$ cat config.mk
export PLATFORM = sky130hd
export DESIGN_NAME = serv_dbg_insn_inject
export DESIGN_NICKNAME = d
export VERILOG_FILES = /design/src/rtl/serv_dbg_enc_pkg.sv /design/src/rtl/serv_dbg_insn_enc.sv /design/src/rtl/serv_dbg_insn_inject.sv
export SDC_FILE = /design/constraint.sdc
export NUM_CORES = 1
export LEC_CHECK = 0
export BUFFER_PORTS_ARGS = -buffer_cell sky130_fd_sc_hd__buf_2
export CAP_MARGIN = 15
export CORE_MARGIN = 2
export CORE_UTILIZATION = 55
export DETAILED_ROUTE_END_ITERATION = 10
export GPL_TIMING_DRIVEN = 0
export PLACE_DENSITY = 0.87
export RECOVER_POWER = 50
export SYNTH_ARGS = -nofsm -noshare
export SYNTH_HDL_FRONTEND = slang
export SYNTH_SLANG_ARGS = --single-unit
$ cat constraint.sdc
create_clock -name clk -period 2.6 [get_ports clk]
set_input_delay 0.13 -clock clk [delete_from_list [all_inputs] [get_ports clk]]
set_output_delay 0.13 -clock clk [all_outputs]
set_load 0.005 [all_outputs]
$ cat src/rtl/serv_dbg_enc_pkg.sv
// Shared encodings for the debug instruction injector: RV32I opcode fields,
// command op codes, FSM states and small instruction-format assemblers.
package serv_dbg_enc_pkg;

  localparam logic [6:0] OPC_LUI    = 7'h37;
  localparam logic [6:0] OPC_OPIMM  = 7'h13;
  localparam logic [6:0] OPC_STORE  = 7'h23;
  localparam logic [6:0] OPC_SYSTEM = 7'h73;

  localparam logic [2:0] F3_ADDI  = 3'd0;
  localparam logic [2:0] F3_SW    = 3'd2;
  localparam logic [2:0] F3_CSRRW = 3'd1;
  localparam logic [2:0] F3_CSRRS = 3'd2;

  localparam logic [31:0] INSN_EBREAK = 32'h0010_0073;

  localparam logic [11:0] DEF_DATA_ADDR   = 12'h380;
  localparam logic [11:0] DEF_SCRATCH_CSR = 12'h7B2;
  localparam logic [4:0]  DEF_SCRATCH_REG = 5'd8;

  typedef enum logic [1:0] {
    CMD_RD_GPR = 2'd0,
    CMD_WR_GPR = 2'd1,
    CMD_RD_CSR = 2'd2,
    CMD_WR_CSR = 2'd3
  } cmd_op_e;

  typedef enum logic {
    ST_IDLE = 1'b0,
    ST_RUN  = 1'b1
  } state_e;

  // I-type layout; CSR instructions reuse it with the CSR address as imm.
  function automatic logic [31:0] enc_i(input logic [11:0] imm, input logic [4:0] rs1,
                                        input logic [2:0] f3, input logic [4:0] rd,
                                        input logic [6:0] opc);
    return {imm, rs1, f3, rd, opc};
  endfunction

  function automatic logic [31:0] enc_s(input logic [11:0] imm, input logic [4:0] rs2,
                                        input logic [4:0] rs1, input logic [2:0] f3,
                                        input logic [6:0] opc);
    return {imm[11:5], rs2, rs1, f3, imm[4:0], opc};
  endfunction

  function automatic logic [31:0] enc_u(input logic [19:0] imm, input logic [4:0] rd,
                                        input logic [6:0] opc);
    return {imm, rd, opc};
  endfunction

endpackage

$ cat src/rtl/serv_dbg_insn_enc.sv
// Combinational encoder: (command, step) -> RV32I instruction word and a flag
// marking the final (EBREAK) step of the sequence.
module serv_dbg_insn_enc
  import serv_dbg_enc_pkg::*;
#(
  parameter logic [11:0] DATA_ADDR   = DEF_DATA_ADDR,
  parameter logic [11:0] SCRATCH_CSR = DEF_SCRATCH_CSR,
  parameter logic [4:0]  SCRATCH_REG = DEF_SCRATCH_REG
) (
  input  cmd_op_e     i_op,
  input  logic [2:0]  i_step,
  input  logic [11:0] i_regno,
  input  logic [31:0] i_wdata,
  output logic [31:0] o_insn,
  output logic        o_last
);

  logic [19:0] w_hi;
  logic [11:0] w_lo;
  logic [4:0]  w_rd;

  // Rounding the upper part compensates for ADDI sign-extending the low 12 bits.
  assign w_hi = i_wdata[31:12] + {19'd0, i_wdata[11]};
  assign w_lo = i_wdata[11:0];
  assign w_rd = i_regno[4:0];

  always_comb begin
    o_insn = INSN_EBREAK;
    o_last = 1'b0;
    unique case (i_op)
      CMD_RD_GPR: begin
        case (i_step)
          3'd0:    o_insn = enc_s(DATA_ADDR, w_rd, 5'd0, F3_SW, OPC_STORE);
          default: o_last = 1'b1;
        endcase
      end
      CMD_WR_GPR: begin
        case (i_step)
          3'd0:    o_insn = enc_u(w_hi, w_rd, OPC_LUI);
          3'd1:    o_insn = enc_i(w_lo, w_rd, F3_ADDI, w_rd, OPC_OPIMM);
          default: o_last = 1'b1;
        endcase
      end
      CMD_RD_CSR: begin
        case (i_step)
          3'd0:    o_insn = enc_i(SCRATCH_CSR, SCRATCH_REG, F3_CSRRW, 5'd0, OPC_SYSTEM);
          3'd1:    o_insn = enc_i(i_regno, 5'd0, F3_CSRRS, SCRATCH_REG, OPC_SYSTEM);
          3'd2:    o_insn = enc_s(DATA_ADDR, SCRATCH_REG, 5'd0, F3_SW, OPC_STORE);
          3'd3:    o_insn = enc_i(SCRATCH_CSR, 5'd0, F3_CSRRS, SCRATCH_REG, OPC_SYSTEM);
          default: o_last = 1'b1;
        endcase
      end
      CMD_WR_CSR: begin
        case (i_step)
          3'd0:    o_insn = enc_i(SCRATCH_CSR, SCRATCH_REG, F3_CSRRW, 5'd0, OPC_SYSTEM);
          3'd1:    o_insn = enc_u(w_hi, SCRATCH_REG, OPC_LUI);
          3'd2:    o_insn = enc_i(w_lo, SCRATCH_REG, F3_ADDI, SCRATCH_REG, OPC_OPIMM);
          3'd3:    o_insn = enc_i(i_regno, SCRATCH_REG, F3_CSRRW, 5'd0, OPC_SYSTEM);
          3'd4:    o_insn = enc_i(SCRATCH_CSR, 5'd0, F3_CSRRS, SCRATCH_REG, OPC_SYSTEM);
          default: o_last = 1'b1;
        endcase
      end
      default: o_last = 1'b1;
    endcase
  end

endmodule

$ cat src/rtl/serv_dbg_insn_inject.sv
// Debug instruction injector: latches a register-access command and serves its
// instruction sequence as one-cycle-latency ibus read responses, ending in EBREAK.
module serv_dbg_insn_inject
  import serv_dbg_enc_pkg::*;
#(
  parameter logic [11:0] DATA_ADDR   = DEF_DATA_ADDR,
  parameter logic [11:0] SCRATCH_CSR = DEF_SCRATCH_CSR,
  parameter logic [4:0]  SCRATCH_REG = DEF_SCRATCH_REG
) (
  input  logic        clk,
  input  logic        i_rst_n,
  input  logic        i_cmd_valid,
  output logic        o_cmd_ready,
  input  logic [1:0]  i_cmd_op,
  input  logic [11:0] i_cmd_regno,
  input  logic [31:0] i_cmd_wdata,
  input  logic        i_abort,
  output logic        o_busy,
  output logic        o_done,
  input  logic        i_ibus_cyc,
  output logic [31:0] o_ibus_rdt,
  output logic        o_ibus_ack
);

  state_e      r_state, w_state_nxt;
  logic [2:0]  r_step, w_step_nxt;
  cmd_op_e     r_op;
  logic [11:0] r_regno;
  logic [31:0] r_wdata;
  logic        r_ack, r_done;
  logic [31:0] r_rdt;
  logic        w_accept, w_launch, w_last;
  logic [31:0] w_insn;

  serv_dbg_insn_enc #(
    .DATA_ADDR   (DATA_ADDR),
    .SCRATCH_CSR (SCRATCH_CSR),
    .SCRATCH_REG (SCRATCH_REG)
  ) u_enc (
    .i_op    (r_op),
    .i_step  (r_step),
    .i_regno (r_regno),
    .i_wdata (r_wdata),
    .o_insn  (w_insn),
    .o_last  (w_last)
  );

  always_comb begin
    w_state_nxt = r_state;
    w_step_nxt  = r_step;
    w_accept    = 1'b0;
    w_launch    = 1'b0;
    case (r_state)
      ST_IDLE: begin
        if (i_cmd_valid) begin
          w_accept    = 1'b1;
          w_step_nxt  = '0;
          w_state_nxt = ST_RUN;
        end
      end
      ST_RUN: begin
        // Abort wins over a new fetch; an ack already registered still completes.
        if (i_abort) begin
          w_state_nxt = ST_IDLE;
        end else if (i_ibus_cyc && !r_ack) begin
          w_launch   = 1'b1;
          w_step_nxt = r_step + 3'd1;
          if (w_last) w_state_nxt = ST_IDLE;
        end
      end
      default: w_state_nxt = ST_IDLE;
    endcase
  end

  always_ff @(posedge clk or negedge i_rst_n) begin
    if (!i_rst_n) begin
      r_state <= ST_IDLE;
      r_step  <= '0;
    end else begin
      r_state <= w_state_nxt;
      r_step  <= w_step_nxt;
    end
  end

  always_ff @(posedge clk or negedge i_rst_n) begin
    if (!i_rst_n) begin
      r_ack   <= 1'b0;
      r_done  <= 1'b0;
      r_rdt   <= '0;
      r_op    <= CMD_RD_GPR;
      r_regno <= '0;
      r_wdata <= '0;
    end else begin
      r_ack  <= w_launch;
      r_done <= w_launch && w_last;
      r_rdt  <= w_launch ? w_insn : '0;
      if (w_accept) begin
        r_op    <= cmd_op_e'(i_cmd_op);
        r_regno <= i_cmd_regno;
        r_wdata <= i_cmd_wdata;
      end
    end
  end

  assign o_cmd_ready = (r_state == ST_IDLE);
  assign o_busy      = (r_state == ST_RUN);
  assign o_done      = r_done;
  assign o_ibus_ack  = r_ack;
  assign o_ibus_rdt  = r_rdt;

endmodule

**After elaboration in Yosys (flattened, before gate mapping)**

Index checks and enable logic that the tools add are counted.

- Bitwise operators: 1
- Mux-type cells: 24
- Add/subtract/negate cells: 2
- Reductions and logical operators: 9
- Equal/unequal tests: 10

Operators by type and width:

| operator | count |
|---|---|
| $pmux W32 S4 | 2 |
| $pmux W32 S5 | 1 |
| $pmux W32 S2 | 1 |
| $mux W32 | 1 |
| $mux W30 | 1 |
| $add A20 B1 Y20 | 1 |
| $mux W1 | 12 |
| $mux W3 | 3 |
| $eq A3 B2 Y1 const B | 2 |
| $pmux W3 S2 | 1 |
| $reduce_or A5 Y1 | 1 |
| $eq A2 B2 Y1 const B | 2 |
| $ne A2 B2 Y1 const B | 2 |
| $pmux W1 S4 | 1 |
| $reduce_or A4 Y1 | 1 |
| $add A3 B1 Y3 const B | 1 |
| $eq A3 B1 Y1 const B | 1 |
| $eq A3 B3 Y1 const B | 1 |
| $logic_not A3 Y1 | 1 |
| $reduce_and A3 Y1 | 1 |
| $eq A2 B1 Y1 const B | 1 |
| $logic_and A1 B1 Y1 | 2 |
| $logic_not A2 Y1 | 1 |
| $ne A2 B1 Y1 const B | 1 |
| 4 further kinds | 4 |

- Word-level logic and storage cells: 54
- Bits of input ports: 51
- Output and inout bits: 36
- Bits in registers: 84

**Longest topological paths before layout**

Gate-level depths: netlist of the first run.

- Depth after elaboration: 8
- Gate-level depth with buffers: 10
- Gate-level depth less buffers: 7

**Hierarchy**

Synthesis of the first run repeated with hierarchy kept, for this count alone.

- Cells, all modules: 517
- Area, all modules: 4430.5 um^2

Modules (own cells, without submodules):

| module | cells each | times used | seq. area each (um^2) | area each (um^2) |
|---|---|---|---|---|
| serv_dbg_insn_inject | 286 | 1 | 2102.0 | 3030.4 |
| serv_dbg_insn_enc | 231 | 1 | 0.0 | 1400.1 |

**Least setup slack after synthesis of the first run**

OpenSTA, ideal clock, no wires.

- Path type: register -> register
- From: register r_step[2]
- To: register r_rdt[24] (netlist: o_ibus_rdt[24])
- Required time: 2471 ps
- Setup time: 129 ps
- Period minus slack after synthesis: 2013 ps
- Arrival time: 1884 ps
- Slack: 587 ps
- Stages on the path, launching flop included: 10
- Path buffers: 4
- Path through: dfrtp_1 buf_6 clkbuf_1 inv_1 ha_1 clkbuf_1 clkbuf_1 a221o_1 a211oi_1 a21oi_1

- Word-level cells in the longest chain between the ends: 4
- Elaborated cells on any way between the ends: 11
- Those cells by class: eq/ne (4); mux (6); reduce/logical (1)

RTL lines:

| element | line | source |
|---|---|---|
| start: declaration | serv_dbg_insn_inject.sv:26 | `logic [2:0] r_step, w_step_nxt;` |
| start signal: assignment | serv_dbg_insn_inject.sv:81 | `r_step <= w_step_nxt;` |
| $eq A3 B3 Y1 (tied with other cells) | serv_dbg_insn_enc.sv:54 | `case (i_step)` |
| $pmux W32 S5 (tied with other cells) | serv_dbg_insn_enc.sv:54 |  |
| $pmux W32 S4 * | serv_dbg_insn_enc.sv:30 | `unique case (i_op)` |
| $mux W32 * | serv_dbg_insn_inject.sv:96 | `r_rdt <= w_launch ? w_insn : '0;` |
| end signal: assignment | serv_dbg_insn_inject.sv:96 |  |
| end: declaration | serv_dbg_insn_inject.sv:31 | `logic [31:0] r_rdt;` |

Mark *: on every way between the ends. The rest lies on a longest branch, timed or not.
A chain may end at the register's enable or synchronous reset.

**Final worst setup path of the first run**

- From: register r_step[2]
- To: register r_rdt[27] (netlist: o_ibus_rdt[27])

The elaborated chain is that of the path after synthesis.

==> results of run 1 <==
[through the flow]
| stage | instances | instance area, µm² | setup TNS (ps) |
|---|---|---|---|
| after floorplan | 515 | 4335 | 0 |
| after global placement | 702 | 4888 | 0 |
| after detailed placement | 703 | 4911 | 0 |
| after CTS | 765 | 5555 | 0 |
| after global routing | 765 | 5548 | -0.9523 |
| final | 765 | 5548 | 0 |
[sequential cells by signal (all words and copies together), names as in the netlist]
register,cells
r_step,3
o_ibus_rdt,30
r_wdata,32
r_op,2
o_busy,1
o_done,1
r_regno,12
[how the worst max path moves through the flow]
stage | startpoint | to | slack, ps | cells past startpoint
floorplan | r_step[2] | o_ibus_rdt[24] | 590 | 9
global placement | r_step[2] | o_ibus_rdt[27] | 30 | 10
detailed placement | r_step[2] | o_ibus_rdt[27] | 50 | 10
CTS | r_step[2] | o_ibus_rdt[27] | 40 | 10
global route | r_step[2] | o_ibus_rdt[28] | -1 | 10
finish | r_step[2] | o_ibus_rdt[27] | 170 | 10
[cell usage in the layout, fill, tap and decap left out, types with 4 or more instances in the layout]
cell type / Yosys / routed
xor2_1: 8 / 8
clkbuf_2: 0 / 5
dlygate4sd3_1: 0 / 46
clkbuf_1: 20 / 22
buf_2: 8 / 87
xnor2_1: 4 / 4
ha_1: 7 / 7
a22o_1: 5 / 5
nand2b_1: 4 / 4
nand2_1: 156 / 156
dfrtp_1: 81 / 81
and2_1: 5 / 5
a22oi_1: 9 / 9
nand4_1: 6 / 6
a221o_1: 5 / 5
nor3_1: 7 / 7
buf_4: 4 / 4
a21oi_1: 33 / 32
o21ai_0: 25 / 25
nand3_1: 11 / 11
clkbuf_8: 0 / 9
nor2b_1: 8 / 8
a221oi_1: 5 / 4
nor4_1: 7 / 7
a31oi_1: 6 / 6
inv_1: 12 / 12
nor2_1: 30 / 29
[cell families (layout without fill, tap and decap cells)]
kind of cell    Yosys count  in the layout
compound gates          113            113
xor+xnor                 12             12
fa+ha+maj                 7              7
buf+inv                  48            196
flops                    81             81
mux                       3              3
other cells               1              1
simple gates            250            250
[where the power goes]
group	switching [mW]	total [mW]	internal [mW]	leakage, nW
sequential	0.357	1.90	1.54	1.05
combinational	1.14	1.79	0.658	1.56
clock	0.526	0.889	0.363	0.0848
[Yosys cell counts, types with 5 or more instances]
cell	number	area share, %
nand2_1	156	14
dfrtp_1	81	47
a21oi_1	33	3.8
nor2_1	30	2.6
o21ai_0	25	2.9
clkbuf_1	20	1.7
inv_1	12	1.0
nand3_1	11	1.3
a22oi_1	9	1.6
buf_2	8	0.92
nor2b_1	8	1.2
xor2_1	8	1.6
ha_1	7	2.0
nor3_1	7	0.81
nor4_1	7	1.0
a31oi_1	6	0.87
nand4_1	6	0.87
a221o_1	5	1.2
a221oi_1	5	1.0
a22o_1	5	1.0
and2_1	5	0.72
[layout make-up]
cell class / count / area, µm² / area share [%]
clock inverters: 7 / 60.06 / 1.083
plain buffers: 35 / 175.2 / 3.157
multi-input cells: 386 / 2101 / 37.87
inverters: 13 / 48.80 / 0.8796
clock buffers: 9 / 123.9 / 2.233
repair buffers: 132 / 884.6 / 15.94
well taps: 102 / 127.6 / 2.300
flip-flops and latches: 81 / 2027 / 36.54
[metal layers]
layer  GRT usage [%]  vias to the layer above  routed length (µm)
met5               0                        -                   0
met4           12.75                        0                 422
met3           6.428                       38                1027
met2           52.96                      224                6305
met1           43.97                     2049                5474
li1                -                     2051                   -
[what timing repair did]
action | 4_1_cts | 5_1_grt
resized for setup | 0 | 9
endpoints found under the setup margin | 0 | 14
hold endpoints to repair | 84 | 0
hold buffers | 46 | 0
[worst max-delay path: cells and delay by family, from the launching register on]
family,cells,cell delay (ps)
adders and majority gates,1,190
AOI/OAI and AO/OA,4,860
DFF,1,350
buffers and inverters,5,900
==> results.py, run 1 <==
metrics = {
    "setup_path": {
        "max_stage_delay_ps": 350,
        "arrival_ps": 2670,
        "critPathMaxFanout": 10,
        "slowest_stage": "dfrtp_1",
        "ff2ff_setup_slack_ps": 170,
        "end_kind": "flop",
        "crit_chain": "buf_6 > clkbuf_2 > inv_1 > ha_1 > clkbuf_1 > clkbuf_2 > a221oi_1 > a21oi_1 > o21ai_0 > a21oi_1",
        "path_class": "reg2reg",
        "worst_setup_path_start_kind": "flop",
        "cp_data_required_time_ps": 2840,
        "rr_endpoint": "o_ibus_rdt[27]",
        "rr_worst_depth": 10,
        "r2r-start": "r_step[2]",
    },
    "routing": {
        "drt_wl_total_um": 13230,
        "wl_per_cell_um": 17.29,
        "drtPass1Iterations": 7,
        "drc": 0,
        "num_vias": 4362,
        "first_iter_violations": 498,
        "viasPerCell": 5.702,
        "detail-route-antenna-nets": 0,
    },
    "grt": {
        "overflow": 0,
        "grt_util_all_layers_pct": 32.89,
        "grt_max_degree": 43,
        "antenna_found_initial": 0,
        "first_global_vias": 4182,
        "grt_pass1_wl_um": 21640,
    },
    "final_layout": {
        "fillCellCount": 612,
        "drive_gt1_share_pct": 18.70,
        "syn2layout_area_growth_pct": 27.97,
        "antenna_cells": 0,
        "fin_util_pct": 72.17,
        "nNetsFinal": 716,
    },
    "timing": {
        "hold_viol_final": 0,
        "max_freq_mhz": 412.2,
        "min_period_ps": 2426,
        "finalCritPeriodShare_pct": 93.32,
        "setup_viol": 0,
        "timing.hold.ws_ps": 9.305,
        "slew_headroom_pct": 34.53,
        "layout_setup_ws_ps": 173.7,
        "worst_pin_slew_ps": 982.1,
        "clock_skew_ps": 8.267,
        "slew_viol_final": 0,
        "rsz0062_at_grt": "true",
    },
    "synth": {
        "async_reset_ff_share_pct": 100.0,
        "syn_nets": 573,
        "synth_top_family_by_area": "simple AND/OR/NAND/NOR gates",
        "synth_enable_flop_cells": 0,
        "yosysUniqueCellTypes": 59,
        "synth_xor_area_share_pct": 2.424,
        "synth.avg_cell_area_um2": 8.418,
        "ys_seq_area_share_pct": 46.75,
        "synth_compound_area_share_pct": 17.00,
        "synthCells": 515,
        "synth-seq-cells": 81,
        "synth_adder_area_share_pct": 2.020,
        "synthSimpleGateAreaFrac_pct": 25.95,
        "yosys_most_used_dff": "dfrtp_1",
        "synth_mux_area_share_pct": 0.6926,
        "synth.cell_area_mm2": 0.004335,
        "yosys_warnings": 0,
    },
    "cts": {
        "clock_latency_ps": 370,
        "post-cts-setup-buffers": 0,
        "clkTransAtPathRegs_ps": 90,
        "cts_sinks": 81,
        "htree_num_levels": 3,
        "cts_tree": "done",
        "clk_path_buf_depth": 2,
        "ctsRootBufferMaster": "clkbuf_8",
        "cts_buffers": 9,
    },
    "placed_design": {
        "gp_congestion": 0.9728,
        "place_ws_ps": 49.78,
        "dp_hpwl_um": 9227,
        "port_buffers": 85,
    },
    "hold_path": {
        "hp-class": "in2reg",
        "hold_path_depth": 3,
        "min_to": "r_op[0]",
        "hold_start": "i_cmd_op[0]",
    },
    "floorplan": {
        "start_util_pct": 56.40,
        "die_w_um": 92.79,
        "dieHeight_um": 92.79,
        "coreArea_mm2": 0.007687,
        "rows": 32,
        "die-area_mm2": 0.008609,
        "io_pins": 87,
    },
    "power_and_ir_drop": {
        "p_total_mw": 4.585,
        "vdd_drop_max_uv": 513.7,
        "power_density_mw_per_mm2": 826.5,
        "p_leak_nw": 2.695,
    },
    "job": {
        "drv_cap": 0,
    },
    "status": {
        "outcome": "finished clean",
    },
}
(Power assumes the default switching activity.)
==> run 2, diff against run 1 <==
- CORE_MARGIN: 2 -> unset
==> results.py, run 2 (synthesis results as in run 1) <==
metrics = {
    "grt": {
        "grt_max_degree": 50,
        "busiest_layer": "met2",
        "antenna_found_initial": 0,
        "overflow": 0,
        "met2_usage_pct": 56.44,
        "use_met1_pct": 45.23,
        "grtUsageMet3_pct": 5.219,
        "first_global_vias": 4316,
        "grt_util_all_layers_pct": 34.38,
        "grt_pass1_wl_um": 21820,
    },
    "final_layout": {
        "seq_area_mm2": 0.002027,
        "largest_reg_flops": 32,
        "top_register": "r_wdata",
        "syn2layout_area_growth_pct": 30.01,
        "drive_gt1_share_pct": 18.85,
        "fillCellCount": 597,
        "nNetsFinal": 716,
        "postLayoutCellArea_mm2": 0.005637,
        "multi_input_area_mm2": 0.002097,
        "final_common_cell": "nand2_1",
        "layout_common_cells": "nand2_1, buf_2, dfrtp_1",
        "antenna_cells": 0,
    },
    "setup_path": {
        "startpoint": "r_step[2]",
        "r2r-start": "r_step[2]",
        "arrival_ps": 2770,
        "end_kind": "flop",
        "cp_data_required_time_ps": 2870,
        "slowest_stage": "a21oi_1",
        "critPathMaxFanout": 10,
        "rr_worst_depth": 10,
        "path_class": "reg2reg",
        "max_stage_delay_ps": 400,
        "rr_endpoint": "o_ibus_rdt[28]",
        "crit_chain": "buf_6 > clkbuf_2 > inv_1 > ha_1 > clkbuf_1 > nor2_1 > a21oi_1 > buf_4 > o21ai_0 > a31oi_1",
        "crit_family": "buffers and inverters",
        "worst_setup_path_start_kind": "flop",
        "crit_buf_inv": 5,
        "ff2ff_setup_slack_ps": 100,
        "path_depth": 10,
        "crit_end": "o_ibus_rdt[28]",
    },
    "floorplan": {
        "rows": 32,
        "io_pins": 87,
        "coreArea_mm2": 0.007687,
        "die_w_um": 90.79,
        "die-area_mm2": 0.008242,
        "start_util_pct": 56.40,
        "dieHeight_um": 90.79,
    },
    "cts": {
        "htree_num_levels": 3,
        "ctsRootBufferMaster": "clkbuf_8",
        "cts_sinks": 81,
        "post-cts-setup-buffers": 0,
        "clkTransAtPathRegs_ps": 80,
        "cts_buffers": 9,
        "clock_latency_ps": 360,
        "clk_path_buf_depth": 2,
        "cts_tree": "done",
    },
    "timing": {
        "hold_viol_final": 0,
        "finalCritPeriodShare_pct": 96.23,
        "layout_setup_ws_ps": 98.05,
        "slew_viol_final": 33,
        "rsz0062_at_grt": "false",
        "final.setup.tns_ps": 0,
        "max_freq_mhz": 399.7,
        "worst_pin_slew_ps": 1831,
        "setup_viol": 0,
        "slew_headroom_pct": -22.04,
        "clock_skew_ps": 8.458,
        "min_period_ps": 2502,
    },
    "status": {
        "outcome": "finished, violations left",
        "violations": "max-capacitance violations, max-slew violations",
    },
    "routing": {
        "detail-route-antenna-nets": 0,
        "drt_wl_total_um": 13370,
        "drtPass1Iterations": 5,
        "num_vias": 4433,
        "drc": 0,
        "viasPerCell": 5.795,
        "first_iter_violations": 536,
        "wl_per_cell_um": 17.48,
    },
    "placed_design": {
        "place_ws_ps": 74.64,
        "gp_congestion": 0.9318,
        "port_buffers": 85,
        "place_area_mm2": 0.004918,
        "dp_hpwl_um": 9070,
    },
    "power_and_ir_drop": {
        "vdd_drop_max_uv": 515.2,
        "p_leak_nw": 2.748,
        "power_density_mw_per_mm2": 859.4,
    },
    "hold_path": {
        "hp-class": "in2reg",
    },
    "job": {
        "drv_cap": 1,
    },
}
==> run 2: cell types whose count changed in the layout (fill, tap and decap cells not counted), sizes merged <==
| cell | previous run | this run |
|---|---|---|
| clkinvlp | 3 | 2 |
| bufinv | 0 | 3 |
| clkbuf | 36 | 33 |
| buf | 94 | 98 |
| inv | 16 | 13 |
==> run 2: how the worst min path moves through the flow <==
stage	startpoint	to	cells after the start
after global placement	i_cmd_wdata[11]	r_wdata[11]	3
final	i_cmd_wdata[24]	r_wdata[24]	3
after global routing	i_cmd_wdata[24]	r_wdata[24]	3
after detailed placement	i_rst_n	r_step[2]	1
after CTS	i_cmd_wdata[24]	r_wdata[24]	3
after floorplan	i_rst_n	o_busy	0
==> run 2: area by class of cell <==
type	instances	share of cell area, %
plain buffers	35	3.108
clock buffers	10	2.442
clock inverters	6	2.020
inverters	13	0.8657
multi-input cells	386	37.20
flip-flops and latches	81	35.96
well taps	102	2.264
repair buffers	132	16.14
==> run 2: routing by layer <==
| metal | wire length, µm | vias to the layer above |
|---|---|---|
| met4 | 436 | 0 |
| met2 | 6454 | 236 |
| li1 | - | 2047 |
| met3 | 899 | 37 |
| met1 | 5578 | 2113 |
| met5 | 0 | - |
==> run 2: timing repair <==
item | CTS | global route
setup endpoints to repair | 0 | 10
hold endpoints to repair | 77 | 0
hold buffers | 46 | 0
resized for setup | 0 | 8
==> run 2: through the flow <==
step                      std cells  hold WS, ps  power, mW  util (%)
after floorplan                 515       -165.6      2.946         -
after global placement          702        318.7      3.523     63.59
after detailed placement        703        99.36      3.577     63.98
after CTS                       765        8.438      4.776     73.24
after global routing            765        24.26      5.119     73.32
final                           765        22.91      4.844     73.32
==> run 2: where the power goes <==
group / total [mW] / switching, mW / internal, mW / leakage, nW
Sequential: 1.90 / 0.353 / 1.55 / 1.05
Clock: 1.14 / 0.472 / 0.667 / 0.119
Combinational: 1.81 / 1.15 / 0.660 / 1.58
==> run 2: worst min-delay path, cell delays in order <==
cell     delay [ps]
buf_2            90
nand2_1          40
o21ai_0          80
==> run 3, diff against run 2 <==
- SYNTH_HIERARCHICAL: unset -> 1
==> results.py, run 3 <==
metrics = {
    "synth": {
        "synth.avg_cell_area_um2": 8.570,
        "yosys_warnings": 6,
        "synth_commonest_cells": "nand2_1, dfrtp_1, and2_1",
        "synth_enable_flop_cells": 0,
        "yosys.area.top_type": "dfrtp_1",
        "synth.cell_area_mm2": 0.004430,
        "synthCells": 517,
        "synth_top_area_share_pct": 47.44,
        "synth_area_leaders": "dfrtp_1, nand2_1, and2_1",
        "yosys_most_used_dff": "dfrtp_1",
        "ys_seq_area_share_pct": 47.44,
        "yosysUniqueCellTypes": 57,
        "synth_most_common_cell": "nand2_1",
        "synth-seq-cells": 84,
        "async_reset_ff_share_pct": 100.0,
    },
    "grt": {
        "overflow": 0,
        "grt_max_degree": 45,
        "antenna_found_initial": 0,
        "first_global_vias": 4170,
        "grt_util_all_layers_pct": 33.96,
        "grt_pass1_wl_um": 21410,
    },
    "routing": {
        "drtPass1Iterations": 5,
        "num_vias": 4276,
        "drc": 0,
        "detail-route-antenna-nets": 0,
        "first_iter_violations": 429,
        "viasPerCell": 5.553,
        "drt_wl_total_um": 13420,
        "wl_per_cell_um": 17.43,
    },
    "timing": {
        "rsz0062_at_grt": "false",
        "setup_viol": 0,
        "finalCritPeriodShare_pct": 84.11,
        "min_period_ps": 2187,
        "final.setup.tns_ps": 0,
        "max_freq_mhz": 457.3,
        "slew_headroom_pct": 32.00,
        "hold_viol_final": 0,
        "slew_viol_final": 0,
        "worst_pin_slew_ps": 1020,
        "clock_skew_ps": 12.46,
    },
    "power_and_ir_drop": {
        "internal_power_mw": 2.486,
        "p_leak_nw": 2.820,
        "p_switching_mw": 1.595,
        "p_comb_share_pct": 36.2,
        "power_density_mw_per_mm2": 726.3,
        "switching_share_pct": 39.08,
        "seqPwrFrac_pct": 43.8,
        "p_clk_share_pct": 20.1,
        "p_total_mw": 4.081,
        "vdd_drop_max_uv": 386.8,
    },
    "status": {
        "outcome": "finished clean",
    },
    "setup_path": {
        "rr_worst_depth": 7,
        "path_class": "reg2reg",
        "startpoint": "r_step[1]",
        "end_kind": "flop",
        "critPathMaxFanout": 10,
        "ff2ff_setup_slack_ps": 410,
        "arrival_ps": 2440,
        "cp_data_required_time_ps": 2860,
        "worst_setup_path_start_kind": "flop",
        "r2r-start": "r_step[1]",
        "crit_end": "o_ibus_rdt[29]",
        "rr_endpoint": "o_ibus_rdt[29]",
    },
    "final_layout": {
        "syn2layout_area_growth_pct": 26.83,
        "seq_area_mm2": 0.002102,
        "final_common_cell": "nand2_1",
        "postLayoutCellArea_mm2": 0.005619,
        "layout_common_cells": "nand2_1, buf_2, dfrtp_1",
        "antenna_cells": 0,
        "drive_gt1_share_pct": 19.46,
        "multi_input_area_mm2": 0.002118,
        "instances_no_fill": 770,
        "fillCellCount": 604,
        "nNetsFinal": 717,
    },
    "cts": {
        "ctsRootBufferMaster": "clkbuf_8",
        "clkTransAtPathRegs_ps": 90,
        "cts_sinks": 84,
        "post-cts-setup-buffers": 0,
        "htree_num_levels": 3,
        "cts_buffers": 9,
        "cts_tree": "done",
        "clk_path_buf_depth": 2,
        "clock_latency_ps": 370,
    },
    "floorplan": {
        "io_pins": 87,
        "dieHeight_um": 91.75,
        "rows": 32,
        "start_util_pct": 57.04,
        "die_w_um": 91.75,
        "coreArea_mm2": 0.007767,
        "die-area_mm2": 0.008418,
    },
    "placed_design": {
        "gp_congestion": 0.9486,
        "dp_hpwl_um": 9054,
        "place_area_mm2": 0.005015,
        "place_inst": 707,
        "port_buffers": 86,
    },
    "hold_path": {
        "hp-class": "in2reg",
    },
    "job": {
        "drv_cap": 0,
    },
}
[run 3: cells by family (layout without fill, tap and decap cells)]
logic type      after synthesis  after routing  synth area share (%)
buf+inv                      40            190                 4.829
flops                        84             84                 47.44
mux                           2              2                0.5083
other cells                   2              3                0.1695
simple gates                285            285                 30.33
fa+ha+maj                     3              3                0.8473
compound gates               84             84                 12.51
xor+xnor                     17             17                 3.361
[run 3: power groups by stage]
stage	clock [mW]	combinational [mW]	sequential (mW)
floorplan	0	0.956	1.73
global placement	0	1.34	1.79
detailed placement	0	1.37	1.80
CTS	0.819	1.44	1.78
global route	0.888	1.61	1.82
finish	0.819	1.48	1.79
[run 3: area by class of cell]
| type | count | share of cell area [%] |
|---|---|---|
| Buffer | 33 | 3.318 |
| Clock buffer | 12 | 2.405 |
| Clock inverter | 4 | 0.4676 |
| Inverter | 7 | 0.4899 |
| Multi-Input combinational cell | 394 | 37.70 |
| Sequential cell | 84 | 37.41 |
| Tap cell | 102 | 2.271 |
| Timing Repair Buffer | 134 | 15.94 |
[run 3: stage by stage]
stage	setup slack [ps]	hold slack, ps	util, %
after floorplan	839.4	-165.6	-
after CTS	477.4	12.42	72.70
final	413.0	21.56	72.34
after global placement	465.2	317.5	64.27
after global routing	194.2	21.05	72.34
after detailed placement	480.4	149.1	64.56
[run 3: critical path: stages (launching register included)]
cell,delay (ps)
dfrtp_1,480
buf_2,270
buf_2,280
buf_2,280
nor2_1,80
a211oi_1,370
o22ai_2,150
and2_1,170
[run 3: how the worst min path moves through the flow]
stage | slack, ps | startpoint | to | cells past startpoint
floorplan | -170 | i_rst_n | o_busy | 0
global placement | 320 | i_cmd_op[1] | r_op[1] | 3
detailed placement | 150 | i_rst_n | o_ibus_rdt[3] | 1
CTS | 10 | i_abort | o_done | 3
global route | 20 | i_abort | o_done | 3
finish | 20 | i_abort | o_done | 3
[run 3: routing by layer]
metal  vias to the layer above  track usage, %  wire length [µm]
met5                         -               0                 0
met4                         0           15.23               394
met3                        38           4.643               886
met2                       198           57.27              6625
met1                      2031           43.66              5518
li1                       2009               -                 -
[run 3: timing repair]
item,CTS,global route
hold buffers,47,0
resized for setup,0,0
endpoints found under the setup margin,0,0
endpoints found under the hold margin,89,0
